==> config.mk <==
export PLATFORM = sky130hd
export DESIGN_NAME = game_state_ctrl
export DESIGN_NICKNAME = d
export VERILOG_FILES = /design/src/rtl/game_state_ctrl.sv
export SDC_FILE = /design/constraint.sdc
export NUM_CORES = 1
export LEC_CHECK = 0
export CAP_MARGIN = 20
export CELL_PAD_IN_SITES_DETAIL_PLACEMENT = 1
export CELL_PAD_IN_SITES_GLOBAL_PLACEMENT = 1
export CORE_MARGIN = 4
export CORE_UTILIZATION = 38
export DETAILED_ROUTE_END_ITERATION = 10
export PLACE_DENSITY = 0.77
export RECOVER_POWER = 50
export REMOVE_ABC_BUFFERS = 1
export SETUP_SLACK_MARGIN = 0.3
export SYNTH_ARGS = -nofsm -noshare
export SYNTH_HDL_FRONTEND = slang
export SYNTH_SLANG_ARGS = --single-unit
==> constraint.sdc <==
create_clock -name i_clk -period 5.4 [get_ports i_clk]
set_input_delay 1.62 -clock i_clk [delete_from_list [all_inputs] [get_ports i_clk]]
set_output_delay 1.62 -clock i_clk [all_outputs]
set_load 0.02 [all_outputs]
==> src/rtl/game_state_ctrl.sv <==
// game_state_ctrl: frame-driven game supervisor for the penguin runner.
// Tracks the game phase, score, lives, the post-hit grace timer and the frame count.
// Every per-frame update happens on the rising edge of i_v_sync and shows on the outputs one cycle later.
module game_state_ctrl #(
    parameter int LIVES_INIT    = 3,     // lives at game start (fits o_lives)
    parameter int GAME_FRAMES   = 3600,  // PLAYING frames until the game finishes (fits o_frame_cnt)
    parameter int INVULN_FRAMES = 120,   // grace frames after a non-lethal hit
    parameter int SCORE_MAX     = 9999   // score saturation value
) (
    input  logic        i_clk,
    input  logic        i_rst,
    input  logic        i_v_sync,
    input  logic        i_de,
    input  logic        i_penguin_hit,
    input  logic [3:0]  i_obstacle_hit,
    input  logic [3:0]  i_crushed,
    input  logic        i_start,
    output logic        o_is_dead,
    output logic        o_is_finished,
    output logic [1:0]  o_state,
    output logic [15:0] o_score,
    output logic [1:0]  o_lives,
    output logic        o_invuln,
    output logic [11:0] o_frame_cnt
);

    // Grace timer is just wide enough to hold INVULN_FRAMES.
    localparam int TW = (INVULN_FRAMES > 1) ? $clog2(INVULN_FRAMES + 1) : 1;

    typedef enum logic [1:0] {
        ST_IDLE     = 2'd0,
        ST_PLAYING  = 2'd1,
        ST_DEAD     = 2'd2,
        ST_FINISHED = 2'd3
    } state_t;

    // Number of obstacles whose crushed level just rose.
    function automatic logic [2:0] popcount4(input logic [3:0] v);
        return {2'b00, v[0]} + {2'b00, v[1]} + {2'b00, v[2]} + {2'b00, v[3]};
    endfunction

    state_t          state_q,   state_d;
    logic   [15:0]   score_q,   score_d;
    logic   [1:0]    lives_q,   lives_d;
    logic   [11:0]   frame_q,   frame_d;
    logic   [TW-1:0] timer_q,   timer_d;
    logic            coll_q,    coll_d;
    logic   [3:0]    crushed_q, crushed_d;
    logic            v_sync_q;

    logic            fe;
    logic            coll_term;
    logic            hit_now;
    logic   [1:0]    lives_dec;
    logic            lethal;
    logic   [2:0]    crush_inc;
    logic   [16:0]   score_sum;
    logic   [15:0]   score_sat;
    logic   [11:0]   frame_inc;

    // Frame boundary and the per-pixel collision term.
    assign fe        = i_v_sync & ~v_sync_q;
    assign coll_term = i_de & i_penguin_hit & (|i_obstacle_hit);

    // A flagged hit only costs a life outside the grace period; the lives guard keeps the counter from wrapping.
    assign hit_now   = coll_q && (timer_q == '0) && (lives_q != 2'd0);
    assign lives_dec = lives_q - 2'd1;
    assign lethal    = hit_now && (lives_dec == 2'd0);

    // Score grows by new crushes only, computed one bit wider so the cap is reached instead of wrapping.
    assign crush_inc = popcount4(i_crushed & ~crushed_q);
    assign score_sum = {1'b0, score_q} + {14'd0, crush_inc};
    assign score_sat = (score_sum >= 17'(SCORE_MAX)) ? 16'(SCORE_MAX) : score_sum[15:0];
    assign frame_inc = frame_q + 12'd1;

    // Next-state and next-counter logic for the game FSM.
    always_comb begin
        // NOTE: every signal written here gets a default first, so no path can infer a latch.
        state_d   = state_q;
        score_d   = score_q;
        lives_d   = lives_q;
        frame_d   = frame_q;
        timer_d   = timer_q;
        // Within a frame the flag accumulates; on the frame edge it restarts with that cycle's term,
        // so a hit in the edge cycle counts toward the new frame.
        coll_d    = fe ? coll_term : (coll_q | coll_term);
        // Crush history follows every frame edge in every state, so a restart never scores stale crushes.
        crushed_d = fe ? i_crushed : crushed_q;

        unique case (state_q)
            ST_IDLE: begin
                // A start that lands on a frame edge begins the game; that edge does no play update.
                if (i_start) begin
                    state_d = ST_PLAYING;
                    score_d = '0;
                    lives_d = 2'(LIVES_INIT);
                    frame_d = '0;
                    timer_d = '0;
                    coll_d  = 1'b0;
                end
            end

            ST_PLAYING: begin
                // i_start is ignored here; counters only move on frame edges.
                if (fe) begin
                    if (hit_now) begin
                        lives_d = lives_dec;
                        if (lives_dec == 2'd0) begin
                            state_d = ST_DEAD;
                        end else begin
                            timer_d = TW'(INVULN_FRAMES);
                        end
                    end else if (timer_q != '0) begin
                        timer_d = timer_q - TW'(1);
                    end
                    score_d = score_sat;
                    frame_d = frame_inc;
                    // Dying on the last frame takes precedence over finishing.
                    if (!lethal && (frame_inc == 12'(GAME_FRAMES))) begin
                        state_d = ST_FINISHED;
                    end
                end
            end

            ST_DEAD, ST_FINISHED: begin
                // Results stay frozen for display; a start goes back to IDLE first.
                if (i_start) begin
                    state_d = ST_IDLE;
                end
            end

            default: state_d = ST_IDLE;
        endcase
    end

    // State and counter registers with synchronous reset; reset wins over a coincident frame edge.
    always_ff @(posedge i_clk) begin
        // NOTE: sequential state uses non-blocking assignments only, so every register samples pre-edge values.
        if (i_rst) begin
            state_q   <= ST_IDLE;
            score_q   <= '0;
            lives_q   <= 2'(LIVES_INIT);
            frame_q   <= '0;
            timer_q   <= '0;
            coll_q    <= 1'b0;
            crushed_q <= '0;
            v_sync_q  <= 1'b0;
        end else begin
            state_q   <= state_d;
            score_q   <= score_d;
            lives_q   <= lives_d;
            frame_q   <= frame_d;
            timer_q   <= timer_d;
            coll_q    <= coll_d;
            crushed_q <= crushed_d;
            v_sync_q  <= i_v_sync;
        end
    end

    assign o_state       = state_q;
    assign o_is_dead     = (state_q == ST_DEAD);
    assign o_is_finished = (state_q == ST_IDLE) || (state_q == ST_FINISHED);
    assign o_score       = score_q;
    assign o_lives       = lives_q;
    assign o_invuln      = (timer_q != '0);
    assign o_frame_cnt   = frame_q;

endmodule

* Word level (Yosys, flattened, before mapping) *
Index checks and enable logic that the tools add are counted.
W data, S select, Z words.

word-level totals
  output and inout port bits = 35
  memories = 0
  input bits = 14
  register bits = 45
  bits in writable memories = 0
  bits in read-only memories = 0
  bits in latches = 0

operators by class
  div/mod/pow operators = 0
  equality and inequality tests = 12
  reduce and logical (&&, ||, !) cells = 18
  multipliers = 0
  shift-type cells = 0
  bitwise logic cells = 7
  magnitude comparators = 1
  $add $sub $neg = 7
  mux-type cells = 27

operators with widths
  kind                     count
  $mux W16                 3
  $mux W7                  5
  $pmux W16 S2             1
  $mux W12                 2
  $pmux W12 S2             1
  $mux W2                  9
  $add A16 B3 Y17          1
  $ge A17 B14 Y1 const B   1
  $pmux W7 S2              1
  $add A12 B1 Y12 const B  1
  $eq A12 B12 Y1 const B   1
  $ne A3 B3 Y1 const B     4
  $reduce_and A5 Y1        2
  $ne A2 B2 Y1 const B     4
  $logic_not A7 Y1         1
  $reduce_bool A7 Y1       1
  $sub A7 B1 Y7 const B    1
  $pmux W2 S3              1
  $and A4 B4 Y4            1
  $eq A2 B2 Y1 const B     2
  $logic_and A1 B1 Y1      4
  $logic_not A2 Y1         2
  $not A4 Y4               1
  $pmux W2 S2              1
  16 further kinds         21

* Longest topological paths before layout *
  depth after elaboration = 10
  depth in mapped cells = 12
  depth with buffers taken out = 12

* Worst setup path after synthesis *
OpenSTA, ideal clock, no wires.

  path type = in2reg
  start point = input port i_crushed[0]
  end point = register score_q[11], in the netlist o_score[11]
  stages on the path = 12
  required time = 5.304 ns
  buffers on the path = 0
  library setup time = 0.096 ns
  setup slack = 0.648 ns
  data arrival time = 4.656 ns
  cells stage by stage = nand2b_1 fa_1 fa_1 inv_1 fa_1 nand4_4 or4_1 o31ai_1 o211a_4 and2_4 nand2_2 o311ai_1

between the ends
  cells in the longest elaborated chain, start to end = 9

RTL lines
  what                    RTL line  RTL
  start: declaration      16        input logic [3:0] i_crushed,
  $and A4 B4 Y4 (*)       71        assign crush_inc = popcount4(i_crushed & ~crushed_q);
  $add A1 B1 Y2 (*)       39        return {2'b00, v[0]} + {2'b00, v[1]} + {2'b00, v[2]} + {2'b00, v[3]};
  $add A2 B1 Y3 (*)       39
  $add A3 B1 Y3 (*)       39
  $add A16 B3 Y17 (*)     72        assign score_sum = {1'b0, score_q} + {14'd0, crush_inc};
  $ge A17 B14 Y1          73        assign score_sat = (score_sum >= 17'(SCORE_MAX)) ? 16'(SCORE_MAX) : score_sum[15:0];
  $mux W16 (*)            73
  $mux W16 (*)            105       if (fe) begin
  $pmux W16 S2 (*)        90        unique case (state_q)
  end signal: assignment  150       score_q <= score_d;
  end: declaration        43        logic [15:0] score_q, score_d;

Every way passes the cells marked *; elsewhere a longest branch is shown, timed or not. The select of a mux whose other input is x is not followed.
A chain may end at the register's enable or synchronous reset.

* Final worst setup path *
  start point = input port i_crushed[0]
  end point = register score_q[8], in the netlist o_score[8]

Same word-level chain as after synthesis.

==> out/qor.yml <==
hold_path:
  holdPathEnd: "crushed_q[2]"
  hold_depth: 2
  hp-class: "reg2reg"
  min_from: "crushed_q[2]"
sta:
  period_needed_ns: 4.97
  slew_viol_final: 0
  tightest_slew_ns: 1.23
  grt_setup_unrepaired: "no"
  skew_ns: 0.0133
  final.period_utilization_pct: 92.1
  setup_viol: 0
  fmaxAchievable_ghz: 0.201
  fin_ws_ns: 0.428
  maxSlewHeadroom_pct: 18.1
  hold_viol_final: 0
global_routing:
  gr-total-overflow: 0
  grt_max_degree: 33
  grt_antenna_before_repair: 0
  grt_pass1_vias: 2908
  grt_first_pass_wirelength_um: 14700
  grt_use_total_pct: 20.2
finish:
  diodes: 0
  area_delta_synth_final_pct: 23.4
  stdcell_count: 516
  final_cell_mix: "nor2_1 (45), dfxtp_1 (45), dlygate4sd3_1 (33)"
  fin_util_pct: 49.0
  fin_nets: 444
  final_area_um2: 3610
  drive_above_1_share_pct: 6.24
yosys:
  synth_top_cells_by_area: "dfxtp_1 (31%), nor2_1 (5.8%), ha_1 (4.3%)"
  synth-seq-cells: 45
  synth_flop_cell: "dfxtp_1"
  post_synth.cell_area_avg_um2: 7.71
  ys_warn_count: 0
  synth_area_um2: 2930
  ys_seq_area_share_pct: 30.7
  async_reset_ff_share_pct: 0
  synth-edff-count: 0
  synth_top_area_share_pct: 30.7
  synth.largest_area_cell: "dfxtp_1"
  syn_inst: 380
  ys_types: 57
detailed_routing:
  vias_per_cell: 5.77
  wl_per_cell_um: 17.2
  met3WireLength_um: 321
  vias: 2978
  postRouteAntennaNets: 0
  wl_um: 8900
  wl_met1_um: 4160
  drt-pass1-iter-count: 4
  drt_drc_violations_left: 0
  dr_wl_met2_um: 4270
  top_layer_used: "met4"
  drt_iter0_markers: 166
place:
  postPlaceCellArea_um2: 3470
  hpwl_um: 6430
  place_inst: 507
  place.gp.congestion: 0.891
  place_ws_ns: -0.0849
  io_buffers: 48
pwr:
  p_leak_nw: 1.51
  swShare_pct: 35.7
  intPower_mw: 0.531
  comb_power_share_pct: 30.7
  irDropWorstVdd_mv: 0.114
  seqPwrFrac_pct: 43.4
  p_clk_share_pct: 26.0
  finalPower_mw: 0.826
  p_sw_mw: 0.294
  p_per_area_nw_per_um2: 228
clocking:
  cts.clk_slew.worst_paths_ns: 0.09
  postCtsHoldBufs: 0
  cts_tree: "done"
  clock_path_buffers: 2
  cts_buffers: 5
  htree_levels: 2
  cts_sinks: 45
  clk_latency_ns: 0.30
  cts_root_buf: "clkbuf_8"
die:
  rows: 31
  initial_utilization_pct: 39.8
  ios: 49
  core-area_um2: 7370
  fp.dieW_um: 95.8
  die_h_um: 95.8
  dieArea_um2: 9180
worst_setup_path:
  critical_path.startpoint_type: "input pin"
  worstPathMaxFanout: 7
  path_class: "in2reg"
  reg2reg_slack_ns: 1.81
  r2r-end: "o_score[8]"
  crit_arrival_ns: 5.15
  r2r_start: "o_score[0]"
  critical_path_required_ns: 5.58
  worst_setup_path_end_kind: "register"
  reg2reg_depth: 13
job:
  drv_cap: 0
run_status:
  status: "finished clean"
==> synth_stat cells (4+ instances only) <==
library cell and count:
nand2b_1 14, buf_2 9, a31oi_1 4, and2_1 5, nand3_1 17, a22oi_1 12, a21o_1 11, o21ai_0 13
nor3_1 17, mux2i_1 11, nand4_1 6, dfxtp_1 45, nor2b_1 5, nor2_1 45, nand2_1 32, inv_1 16
ha_1 10, and3_1 6, clkbuf_1 12, o211ai_1 5, a21oi_1 19, buf_1 5, o22ai_1 5
==> layer usage <==
metal | vias up | global-route usage [%]
met2 | 63 | 34.2
met3 | 11 | 2.74
met4 | 0 | 5.57
li1 | 1444 | -
met1 | 1460 | 26.9
met5 | - | 0
==> power groups by stage <==
stage,Clock (mW),Sequential (mW),Combinational (mW)
floorplan,0,0.370,0.146
global placement,0,0.365,0.248
detailed placement,0,0.366,0.256
CTS,0.224,0.358,0.257
global route,0.237,0.360,0.281
finish,0.214,0.358,0.253
==> registers in the layout, summed over array words and instances, names as in the netlist <==
signal / count
o_score: 16
o_frame_cnt: 12
timer_q: 7
crushed_q: 4
o_lives: 2
o_state: 2
coll_q: 1
v_sync_q: 1
==> critical path, cell delays in order <==
cell             delay (ns)
clkdlybuf4s50_1        0.49
nand2b_1               0.08
fa_1                   0.50
fa_1                   0.49
inv_1                  0.09
fa_1                   0.24
nand4_4                0.12
buf_4                  0.21
o41ai_4                0.39
o31ai_4                0.14
o211a_4                0.19
nand4_1                0.14
a21oi_1                0.09
a2111oi_0              0.36
==> cells by family (layout without fill, tap and decap cells) <==
family          after synthesis  in the layout  synth area share (%)
compound gates               96             97                  22.8
buf+inv                      43             79                  5.93
xor+xnor                      5              5                  1.49
mux                          12             12                  4.14
simple gates                166            166                  28.5
flops                        45             45                  30.7
fa+ha+maj                    13             13                  6.32
==> cell type report <==
| cell class | count | area, um^2 |
|---|---|---|
| fillers | 904 | 3750 |
| multi-input cells | 293 | 1910 |
| flip-flops and latches | 45 | 901 |
| repair buffers | 56 | 537 |
| well taps | 99 | 124 |
| clock buffers | 7 | 86.3 |
| inverters | 16 | 60.1 |
==> worst max path at each step <==
stage | startpoint | to | slack (ns) | cells past startpoint
after CTS | i_crushed[0] | o_score[8] | 0.31 | 13
after floorplan | i_crushed[0] | o_score[11] | 0.64 | 12
after detailed placement | i_crushed[0] | o_score[8] | -0.08 | 13
final | i_crushed[0] | o_score[8] | 0.43 | 14
after global placement | i_crushed[0] | o_score[11] | 0.13 | 13
after global routing | i_crushed[0] | o_score[0] | 0.31 | 14
==> timing repair <==
item / 4_1_cts / 5_1_grt
buffers inserted: 0 / 1
cloned: 0 / 1
pin swaps: 0 / 1
gates resized for setup: 1 / 5
endpoints found under the setup margin: 7 / 10
==> per-stage QoR <==
stage	hold WS [ns]	TNS, ns
6_report	0.495	0
5_1_grt	0.523	0
4_1_cts	0.507	0
3_5_place_dp	0.485	-0.282
3_3_place_gp	0.467	0
2_1_floorplan	0.454	0
No activity file was read; power rests on OpenSTA's default activity.
